`src/rtl/sta_sched_pkg.sv`:
```
// ---------------------------------------------------------------------------
// sta_sched_pkg
// Shared types and helpers for the STA tile scheduler slice.
//   sched_state_e   : scheduler FSM states
//   compute_cycles  : per-block MAC time, max(1, ceil(n/4))
//   DEF_*           : default array geometry and layer limits
// ---------------------------------------------------------------------------
package sta_sched_pkg;

    localparam int DEF_ROWS   = 4;
    localparam int DEF_COLS   = 4;
    localparam int DEF_NUM_CH = 64;
    localparam int DEF_MAX_N  = 512;

    typedef enum logic [2:0] {
        ST_IDLE  = 3'd0,
        ST_ISSUE = 3'd1,
        ST_GAP   = 3'd2,
        ST_DRAIN = 3'd3,
        ST_DONE  = 3'd4
    } sched_state_e;

    // Four MACs retire per cycle, so a depth-n block occupies ceil(n/4)
    // cycles; a zero depth still costs one issue slot.
    function automatic logic [15:0] compute_cycles(input logic [15:0] n);
        logic [16:0] sum;
        logic [15:0] res;
        sum = {1'b0, n} + 17'd3;
        res = {1'b0, sum[16:2]};
        if (res == 16'd0) begin
            res = 16'd1;
        end else begin
            res = res;
        end
        return res;
    endfunction

endpackage

```
`src/rtl/sta_tile_scheduler_if.sv`:
```
// ---------------------------------------------------------------------------
// sta_tile_scheduler_if
// Block-issue bus between the tile scheduler and the STA / output coordinator.
//   stall       : array side asks the scheduler to freeze issue
//   blk_retire  : coordinator's last PE produced a finished block
//   input_valid : inject one block at PE(0,0)
//   pos_row/pos_col/channel : block base coordinates
//   mat_size    : MAC depth of the current layer
// Modports: master = scheduler, slave = STA/coordinator.
// ---------------------------------------------------------------------------
interface sta_tile_scheduler_if
    import sta_sched_pkg::*;
#(
    parameter int N_BITS  = $clog2(DEF_MAX_N + 1),
    parameter int CH_BITS = $clog2(DEF_NUM_CH + 1)
);
    logic               stall;
    logic               blk_retire;
    logic               input_valid;
    logic [N_BITS-1:0]  pos_row;
    logic [N_BITS-1:0]  pos_col;
    logic [CH_BITS-1:0] channel;
    logic [N_BITS-1:0]  mat_size;

    modport master (
        input  stall,
        input  blk_retire,
        output input_valid,
        output pos_row,
        output pos_col,
        output channel,
        output mat_size
    );

    modport slave (
        output stall,
        output blk_retire,
        input  input_valid,
        input  pos_row,
        input  pos_col,
        input  channel,
        input  mat_size
    );
endinterface

```
`src/rtl/sta_tile_walker.sv`:
```
// ---------------------------------------------------------------------------
// sta_tile_walker
// Nested col/row/channel wrap counters that enumerate output blocks.
//   clk, reset   : clock, synchronous active-high reset
//   clear        : restart walk at (0,0,0)
//   advance      : step to the next block
//   cfg_rows/cfg_cols/cfg_ch : latched layer dimensions
//   pos_row/pos_col/channel  : current block base (registered)
//   last         : current block is the final one of the layer
// ---------------------------------------------------------------------------
module sta_tile_walker
    import sta_sched_pkg::*;
#(
    parameter int ROWS    = DEF_ROWS,
    parameter int COLS    = DEF_COLS,
    parameter int N_BITS  = 10,
    parameter int CH_BITS = 7
) (
    input  logic               clk,
    input  logic               reset,
    input  logic               clear,
    input  logic               advance,
    input  logic [N_BITS-1:0]  cfg_rows,
    input  logic [N_BITS-1:0]  cfg_cols,
    input  logic [CH_BITS-1:0] cfg_ch,
    output logic [N_BITS-1:0]  pos_row,
    output logic [N_BITS-1:0]  pos_col,
    output logic [CH_BITS-1:0] channel,
    output logic               last
);
    logic [N_BITS:0] col_sum_s;
    logic [N_BITS:0] row_sum_s;
    logic            col_wrap_s;
    logic            row_wrap_s;
    logic            ch_last_s;

    // Wrap tests use one extra bit so base+step cannot overflow; partial
    // edge blocks still issue because the test is on the next base.
    always_comb begin
        col_sum_s  = {1'b0, pos_col} + (N_BITS + 1)'(COLS);
        row_sum_s  = {1'b0, pos_row} + (N_BITS + 1)'(ROWS);
        col_wrap_s = (col_sum_s >= {1'b0, cfg_cols});
        row_wrap_s = (row_sum_s >= {1'b0, cfg_rows});
        ch_last_s  = (channel == (cfg_ch - CH_BITS'(1)));
        last       = col_wrap_s && row_wrap_s && ch_last_s;
    end

    // Counter registers: col innermost, then row, then channel.
    always_ff @(posedge clk) begin
        if (reset || clear) begin
            pos_row <= {N_BITS{1'b0}};
            pos_col <= {N_BITS{1'b0}};
            channel <= {CH_BITS{1'b0}};
        end else if (advance) begin
            if (col_wrap_s) begin
                pos_col <= {N_BITS{1'b0}};
                if (row_wrap_s) begin
                    pos_row <= {N_BITS{1'b0}};
                    channel <= channel + CH_BITS'(1);
                end else begin
                    pos_row <= row_sum_s[N_BITS-1:0];
                end
            end else begin
                pos_col <= col_sum_s[N_BITS-1:0];
            end
        end else begin
            pos_row <= pos_row;
            pos_col <= pos_col;
            channel <= channel;
        end
    end

endmodule

```
`src/rtl/sta_tile_scheduler.sv`:
```
// ---------------------------------------------------------------------------
// sta_tile_scheduler
// Walks one layer's output map and issues ROWS x COLS blocks to the STA,
// spacing issues by the per-block MAC time and counting block retirements
// until every issued block has drained.
//   clk, reset            : clock, synchronous active-high reset
//   start, cfg_*          : layer launch and configuration (IDLE only)
//   sta (master modport)  : stall/blk_retire in; input_valid, block coords,
//                           mat_size out
//   busy, done            : layer in progress / one-cycle end pulse
//   perf_cycles/perf_stalls : busy and stall counters
// Optional feature macro: STA_SCHED_PERF_EN enables the perf counters;
// without it both perf outputs are constant zero.
// ---------------------------------------------------------------------------
module sta_tile_scheduler
    import sta_sched_pkg::*;
#(
    parameter int ROWS     = DEF_ROWS,
    parameter int COLS     = DEF_COLS,
    parameter int NUM_CH   = DEF_NUM_CH,
    parameter int CH_BITS  = $clog2(NUM_CH + 1),
    parameter int MAX_N    = DEF_MAX_N,
    parameter int N_BITS   = $clog2(MAX_N + 1),
    parameter int OUT_BITS = 16
) (
    input  logic                clk,
    input  logic                reset,
    input  logic                start,
    input  logic [N_BITS-1:0]   cfg_mat_size,
    input  logic [N_BITS-1:0]   cfg_out_rows,
    input  logic [N_BITS-1:0]   cfg_out_cols,
    input  logic [CH_BITS-1:0]  cfg_num_ch,
    sta_tile_scheduler_if.master sta,
    output logic                busy,
    output logic                done,
    output logic [31:0]         perf_cycles,
    output logic [31:0]         perf_stalls
);
    sched_state_e        state_r;
    sched_state_e        next_state_s;
    logic [N_BITS-1:0]   rows_r;
    logic [N_BITS-1:0]   cols_r;
    logic [CH_BITS-1:0]  ch_r;
    logic [N_BITS-1:0]   mat_size_r;
    logic [N_BITS-1:0]   cc_r;
    logic [N_BITS-1:0]   gap_r;
    logic [OUT_BITS-1:0] out_r;
    logic [OUT_BITS-1:0] out_next_s;
    logic                issue_s;
    logic                retire_s;
    logic                start_ok_s;
    logic                cfg_zero_s;
    logic                last_s;
    logic                busy_s;
    logic [N_BITS-1:0]   cc_load_s;

    // Control decodes shared by the FSM and the datapath.
    always_comb begin
        busy_s     = (state_r != ST_IDLE);
        issue_s    = (state_r == ST_ISSUE) && !sta.stall;
        retire_s   = sta.blk_retire && busy_s;
        start_ok_s = (state_r == ST_IDLE) && start;
        cfg_zero_s = (cfg_out_rows == {N_BITS{1'b0}}) ||
                     (cfg_out_cols == {N_BITS{1'b0}}) ||
                     (cfg_num_ch == {CH_BITS{1'b0}});
        cc_load_s  = N_BITS'(compute_cycles(16'(cfg_mat_size)));
    end

    // Next-state logic.
    always_comb begin
        next_state_s = state_r;
        case (state_r)
            ST_IDLE: begin
                if (start) begin
                    next_state_s = cfg_zero_s ? ST_DONE : ST_ISSUE;
                end else begin
                    next_state_s = ST_IDLE;
                end
            end
            ST_ISSUE: begin
                if (!issue_s) begin
                    next_state_s = ST_ISSUE;
                end else if (last_s) begin
                    next_state_s = ST_DRAIN;
                end else if (cc_r == N_BITS'(1)) begin
                    next_state_s = ST_ISSUE;
                end else begin
                    next_state_s = ST_GAP;
                end
            end
            ST_GAP: begin
                // Leaving on the decrement to zero makes issues exactly
                // compute_cycles apart.
                if (sta.stall) begin
                    next_state_s = ST_GAP;
                end else if (gap_r <= N_BITS'(1)) begin
                    next_state_s = ST_ISSUE;
                end else begin
                    next_state_s = ST_GAP;
                end
            end
            ST_DRAIN: begin
                if ((out_r == {OUT_BITS{1'b0}}) && !sta.blk_retire) begin
                    next_state_s = ST_DONE;
                end else begin
                    next_state_s = ST_DRAIN;
                end
            end
            ST_DONE: next_state_s = ST_IDLE;
            default: next_state_s = ST_IDLE;
        endcase
    end

    // Outstanding-block count: issue and retire in one cycle cancel, a
    // retire with nothing outstanding is dropped, and the count saturates.
    always_comb begin
        out_next_s = out_r;
        if (issue_s && !retire_s) begin
            if (out_r == {OUT_BITS{1'b1}}) begin
                out_next_s = out_r;
            end else begin
                out_next_s = out_r + OUT_BITS'(1);
            end
        end else if (!issue_s && retire_s && (out_r != {OUT_BITS{1'b0}})) begin
            out_next_s = out_r - OUT_BITS'(1);
        end else begin
            out_next_s = out_r;
        end
    end

    // FSM state register.
    always_ff @(posedge clk) begin
        if (reset) begin
            state_r <= ST_IDLE;
        end else begin
            state_r <= next_state_s;
        end
    end

    // Layer configuration latched on an accepted start.
    always_ff @(posedge clk) begin
        if (reset) begin
            rows_r     <= {N_BITS{1'b0}};
            cols_r     <= {N_BITS{1'b0}};
            ch_r       <= {CH_BITS{1'b0}};
            mat_size_r <= {N_BITS{1'b0}};
            cc_r       <= N_BITS'(1);
        end else if (start_ok_s) begin
            rows_r     <= cfg_out_rows;
            cols_r     <= cfg_out_cols;
            ch_r       <= cfg_num_ch;
            mat_size_r <= cfg_mat_size;
            cc_r       <= cc_load_s;
        end else begin
            rows_r     <= rows_r;
            cols_r     <= cols_r;
            ch_r       <= ch_r;
            mat_size_r <= mat_size_r;
            cc_r       <= cc_r;
        end
    end

    // Inter-issue gap counter; frozen while stalled.
    always_ff @(posedge clk) begin
        if (reset) begin
            gap_r <= {N_BITS{1'b0}};
        end else if (issue_s) begin
            gap_r <= cc_r - N_BITS'(1);
        end else if ((state_r == ST_GAP) && !sta.stall && (gap_r != {N_BITS{1'b0}})) begin
            gap_r <= gap_r - N_BITS'(1);
        end else begin
            gap_r <= gap_r;
        end
    end

    // Outstanding-block register.
    always_ff @(posedge clk) begin
        if (reset || start_ok_s) begin
            out_r <= {OUT_BITS{1'b0}};
        end else begin
            out_r <= out_next_s;
        end
    end

    // The final block does not advance the walker, so the coordinate
    // outputs keep showing the last block issued.
    sta_tile_walker #(
        .ROWS    (ROWS),
        .COLS    (COLS),
        .N_BITS  (N_BITS),
        .CH_BITS (CH_BITS)
    ) u_walker (
        .clk      (clk),
        .reset    (reset),
        .clear    (start_ok_s),
        .advance  (issue_s && !last_s),
        .cfg_rows (rows_r),
        .cfg_cols (cols_r),
        .cfg_ch   (ch_r),
        .pos_row  (sta.pos_row),
        .pos_col  (sta.pos_col),
        .channel  (sta.channel),
        .last     (last_s)
    );

    assign sta.input_valid = issue_s;
    assign sta.mat_size    = mat_size_r;
    assign busy            = busy_s;
    assign done            = (state_r == ST_DONE);

`ifdef STA_SCHED_PERF_EN
    logic [31:0] perf_cycles_r;
    logic [31:0] perf_stalls_r;

    // Saturating busy-cycle and issue-stall counters, cleared per layer.
    always_ff @(posedge clk) begin
        if (reset || start_ok_s) begin
            perf_cycles_r <= 32'd0;
            perf_stalls_r <= 32'd0;
        end else begin
            if (busy_s && (perf_cycles_r != 32'hFFFF_FFFF)) begin
                perf_cycles_r <= perf_cycles_r + 32'd1;
            end else begin
                perf_cycles_r <= perf_cycles_r;
            end
            if (sta.stall && ((state_r == ST_ISSUE) || (state_r == ST_GAP)) &&
                (perf_stalls_r != 32'hFFFF_FFFF)) begin
                perf_stalls_r <= perf_stalls_r + 32'd1;
            end else begin
                perf_stalls_r <= perf_stalls_r;
            end
        end
    end

    assign perf_cycles = perf_cycles_r;
    assign perf_stalls = perf_stalls_r;
`else
    assign perf_cycles = 32'd0;
    assign perf_stalls = 32'd0;
`endif

endmodule

```
`src/flat_wrapper.sv`:
```
// flat-port wrapper written by rule: the top's interface ports become plain ports
module sta_tile_scheduler_flat import sta_sched_pkg::*;
#(
    parameter int ROWS     = DEF_ROWS,
    parameter int COLS     = DEF_COLS,
    parameter int NUM_CH   = DEF_NUM_CH,
    parameter int CH_BITS  = $clog2(NUM_CH + 1),
    parameter int MAX_N    = DEF_MAX_N,
    parameter int N_BITS   = $clog2(MAX_N + 1),
    parameter int OUT_BITS = 16
)
  (clk, reset, start, cfg_mat_size, cfg_out_rows, cfg_out_cols, cfg_num_ch, busy, done, perf_cycles, perf_stalls, sta_stall, sta_blk_retire, sta_input_valid, sta_pos_row, sta_pos_col, sta_channel, sta_mat_size);
  sta_tile_scheduler_if #(.N_BITS(N_BITS), .CH_BITS(CH_BITS)) sta_i ();
  input  logic clk;
  input  logic reset;
  input  logic start;
  input  logic [N_BITS-1:0] cfg_mat_size;
  input  logic [N_BITS-1:0] cfg_out_rows;
  input  logic [N_BITS-1:0] cfg_out_cols;
  input  logic [CH_BITS-1:0] cfg_num_ch;
  output logic busy;
  output logic done;
  output logic [31:0] perf_cycles;
  output logic [31:0] perf_stalls;
  input wire logic [$bits(sta_i.stall)-1:0] sta_stall;
  input wire logic [$bits(sta_i.blk_retire)-1:0] sta_blk_retire;
  output wire logic [$bits(sta_i.input_valid)-1:0] sta_input_valid;
  output wire logic [$bits(sta_i.pos_row)-1:0] sta_pos_row;
  output wire logic [$bits(sta_i.pos_col)-1:0] sta_pos_col;
  output wire logic [$bits(sta_i.channel)-1:0] sta_channel;
  output wire logic [$bits(sta_i.mat_size)-1:0] sta_mat_size;
  assign sta_i.stall = sta_stall;
  assign sta_i.blk_retire = sta_blk_retire;
  assign sta_input_valid = sta_i.input_valid;
  assign sta_pos_row = sta_i.pos_row;
  assign sta_pos_col = sta_i.pos_col;
  assign sta_channel = sta_i.channel;
  assign sta_mat_size = sta_i.mat_size;
  sta_tile_scheduler #(.ROWS(ROWS), .COLS(COLS), .NUM_CH(NUM_CH), .CH_BITS(CH_BITS), .MAX_N(MAX_N), .N_BITS(N_BITS), .OUT_BITS(OUT_BITS)) u_core (.clk(clk), .reset(reset), .start(start), .cfg_mat_size(cfg_mat_size), .cfg_out_rows(cfg_out_rows), .cfg_out_cols(cfg_out_cols), .cfg_num_ch(cfg_num_ch), .sta(sta_i), .busy(busy), .done(done), .perf_cycles(perf_cycles), .perf_stalls(perf_stalls));
endmodule
```
`config.mk`:
```
export PLATFORM = sky130hd
export DESIGN_NAME = sta_tile_scheduler_flat
export DESIGN_NICKNAME = d
export VERILOG_FILES = /design/src/rtl/sta_sched_pkg.sv /design/src/rtl/sta_tile_scheduler_if.sv /design/src/rtl/sta_tile_walker.sv /design/src/rtl/sta_tile_scheduler.sv /design/src/flat_wrapper.sv
export SDC_FILE = /design/constraint.sdc
export NUM_CORES = 1
export LEC_CHECK = 0
export BUFFER_PORTS_ARGS = -buffer_cell sky130_fd_sc_hd__buf_2
export CORE_MARGIN = 2
export CORE_UTILIZATION = 35
export DETAILED_ROUTE_END_ITERATION = 16
export PLACE_DENSITY = 0.68
export SYNTH_ARGS = -nofsm -noshare
export SYNTH_HDL_FRONTEND = slang
export SYNTH_SLANG_ARGS = --single-unit
```
`constraint.sdc`:
```
create_clock -name clk -period 3.5 [get_ports clk]
set_input_delay 0.35 -clock clk [delete_from_list [all_inputs] [get_ports clk]]
set_output_delay 0.35 -clock clk [all_outputs]
set_load 0.02 [all_outputs]
```
==> out/results.ini <==
[outcome]
status=completed

[layout]
final_cell_count_no_fill=1114
seq_area_um2=1960
drive_above_1_share_pct=17.4
final_cell_area_um2=7160
final_nets=960
final_common_cell=nand2_1
areaGrowthSynthToFinish_pct=12.9
final_cell_mix=nand2_1 (107), dfxtp_1 (98), buf_2 (77), conb_1 (68), nor2_1 (67)
fill_cells=1861
multi_input_area_um2=3890

[logic_synthesis]
synth_area_um2=6340
ys.flop_type=dfxtp_1
yosys.area.top_type=dfxtp_1
yosys_register_bits=98
synth_top_area_share_pct=31.0
synth_edf_count=0
ys_types=63
yosysSeqAreaShare_pct=31.0
syn_inst=792
yosys_warnings=0
synthTopCellsByArea=dfxtp_1 (31%), buf_4 (8.3%), ha_1 (7.5%)
syn_area_per_cell_um2=8.00
async_reset_ff_share_pct=0

[run]
cap_violations=0

[critical_path]
required_ns=3.78
crit_type=flip-flop to flip-flop
startpoint_type=flip-flop
critPathBufInv=3
cpLargestDelayFamily=simple AND/OR/NAND/NOR gates
cp_data_arrival_time_ns=3.62
worst_setup_path_end_kind=flip-flop
path_cells=or4b_4 -> a21oi_4 -> clkinvlp_4 -> clkbuf_2 -> buf_4 -> ha_1 -> a2111oi_1 -> nor4_1 -> a21oi_2 -> o31ai_2 -> mux2_2 -> a21o_1 -> a21oi_1
crit_fanout=4
critPathSlowestCell=or4b_4
slowest_delay_ns=0.56

[drt]
drtPass1Iterations=4
drt_iter0_drc=346
wl_um=14100
num_vias=5428
post_drt_via_cell_ratio=4.87
wl_per_cell_um=12.6
drc=0
drtAntennaViolNets=0

[sta]
setup_viol=0
timing.fmax_mhz=299
hold_viol_final=0
slew_viol_final=0
timing.setup.tns_ns=0
skew_ns=0.00606
worst_pin_slew_ns=0.734
period_share_pct=95.6
min_period_ns=3.35
fin_hold_ws_ns=0.240
slew_headroom_pct=50.6

[clocking]
cts.sinks=98
cts_root_buf=clkbuf_16
clk_pin_slew_ns=0.07
cts_buffer_depth=2
worstSkewPairLatency_ns=0.36
hold_buffers=0
tritoncts=built
h-tree-depth=3
cts-buffers-inserted=9

[global_route]
antenna_found_initial=3
grt_use_met1_pct=18.2
use_met2_pct=23.8
grt_usage_pct=14.3
top_usage_layer=met2
grt_start_max_net_pins=45
first_global_vias=4724
gr-total-overflow=0
met3_usage_pct=4.11
grt_pass1_wl_um=22900

[power_and_ir_drop]
internal_power_uw=2430
power.density_nw_per_um2=551
peakVddDrop_uv=346
p_leak_uw=0.00300
seq_power_share_pct=34.4
switching_share_pct=38.4
power_switching_uw=1510
pwr-share-comb_pct=41.9
power_uw=3940
p_clk_share_pct=23.7

[place]
port-buffer-count=77
dp_cells=1084
gp_congestion=0.877
placed_cell_area_um2=6730
dp_hpwl_um=10400

[floorplanning]
dieArea_um2=19200
rows=49
boundaryPins=146
die_y_um=139
core-area_um2=17800
initial_utilization_pct=35.5
die-width_um=139

[min_path]
hp-class=input port to flip-flop

[per-stage QoR]
stage               util, %  worst slack, ns
finish                 40.1            0.153
floorplan                 -           0.0233
global placement       37.7           0.0830
CTS                    39.2          0.00762
detailed placement     37.7           0.0179
global route           40.1          -0.0369
[sequential cells by signal (all words and copies together) (netlist names)]
signal and cells:
u_core.state_r 3, u_core.sta.mat_size 10, u_core.rows_r 10, u_core.cols_r 10, u_core.u_walker.channel 7, u_core.ch_r 7
u_core.u_walker.pos_row 8, u_core.u_walker.pos_col 8, u_core.gap_r 10, u_core.cc_r 9, u_core.out_r 16
[path summary, 6_finish.rpt]
path / to / depth (start not counted) / slack, ns / startpoint
max: u_core.out_r[15] / 13 / 0.15 / u_core.state_r[2]
min: u_core.cols_r[3] / 3 / 0.24 / cfg_out_cols[3]
max reg2reg: u_core.out_r[15] / 13 / 0.15 / u_core.state_r[2]
min reg2reg: u_core.cols_r[1] / 2 / 0.45 / u_core.cols_r[1]
[cells by family (layout without fill, tap and decap cells)]
group | count (synthesis) | count (layout) | synth area share, %
buf+inv | 132 | 156 | 12.5
flops | 98 | 98 | 31.0
compound gates | 158 | 158 | 16.4
xor+xnor | 57 | 57 | 7.88
simple gates | 291 | 291 | 21.8
mux | 16 | 16 | 2.59
fa+ha+maj | 39 | 39 | 7.82
other cells | 1 | 70 | 0.0592
[per-layer routing]
metal | share of wire [%] | vias to the layer above
li1 | - | 2807
met1 | 45 | 2463
met2 | 47 | 138
met3 | 5.7 | 18
met4 | 1.2 | 2
met5 | 0.092 | -
[power by group through the flow]
stage | Combinational [µW] | Clock (µW) | Sequential [µW]
3_3_place_gp | 1520 | 0 | 1380
4_1_cts | 1540 | 957 | 1360
6_report | 1650 | 934 | 1360
5_1_grt | 1840 | 1000 | 1380
3_5_place_dp | 1530 | 0 | 1380
2_1_floorplan | 1280 | 0 | 1370
[cell type report]
type                    count  share of cell area (%)
repair buffers            106                    8.39
multi-input cells         629                    54.4
clock inverters             5                   0.559
flip-flops and latches     98                    27.4
inverters                  35                    1.96
well taps                 229                    4.00
clock buffers              10                    3.20
diodes                      2                  0.0699
[worst reg2reg max path, stage by stage, from the launching register on]
cell,delay (ns)
dfxtp_1,0.33
or4b_4,0.56
a21oi_4,0.16
clkinvlp_4,0.12
clkbuf_2,0.15
buf_4,0.14
ha_1,0.32
a2111oi_1,0.07
nor4_1,0.40
a21oi_2,0.12
o31ai_2,0.24
mux2_2,0.38
a21o_1,0.15
a21oi_1,0.12
[Yosys cell counts (all sizes together) (7+ instances only)]
cell type  count
a211oi        18
a21oi         69
a31oi          9
buf           74
clkbuf        23
dfxtp         98
ha            38
inv           34
mux2i         13
nand2        107
nand2b         7
nand3         22
nand4          7
nor2          69
nor3          20
nor4          16
o21ai         21
o31ai          7
or3            7
xnor2         33
xor2          24
[repair_timing]
| item | in CTS | in global routing |
|---|---|---|
| resized for setup | 0 | 16 |
| buffers inserted | 0 | 13 |
| endpoints found under the setup margin | 0 | 18 |
No activity file was read; power rests on OpenSTA's default activity.
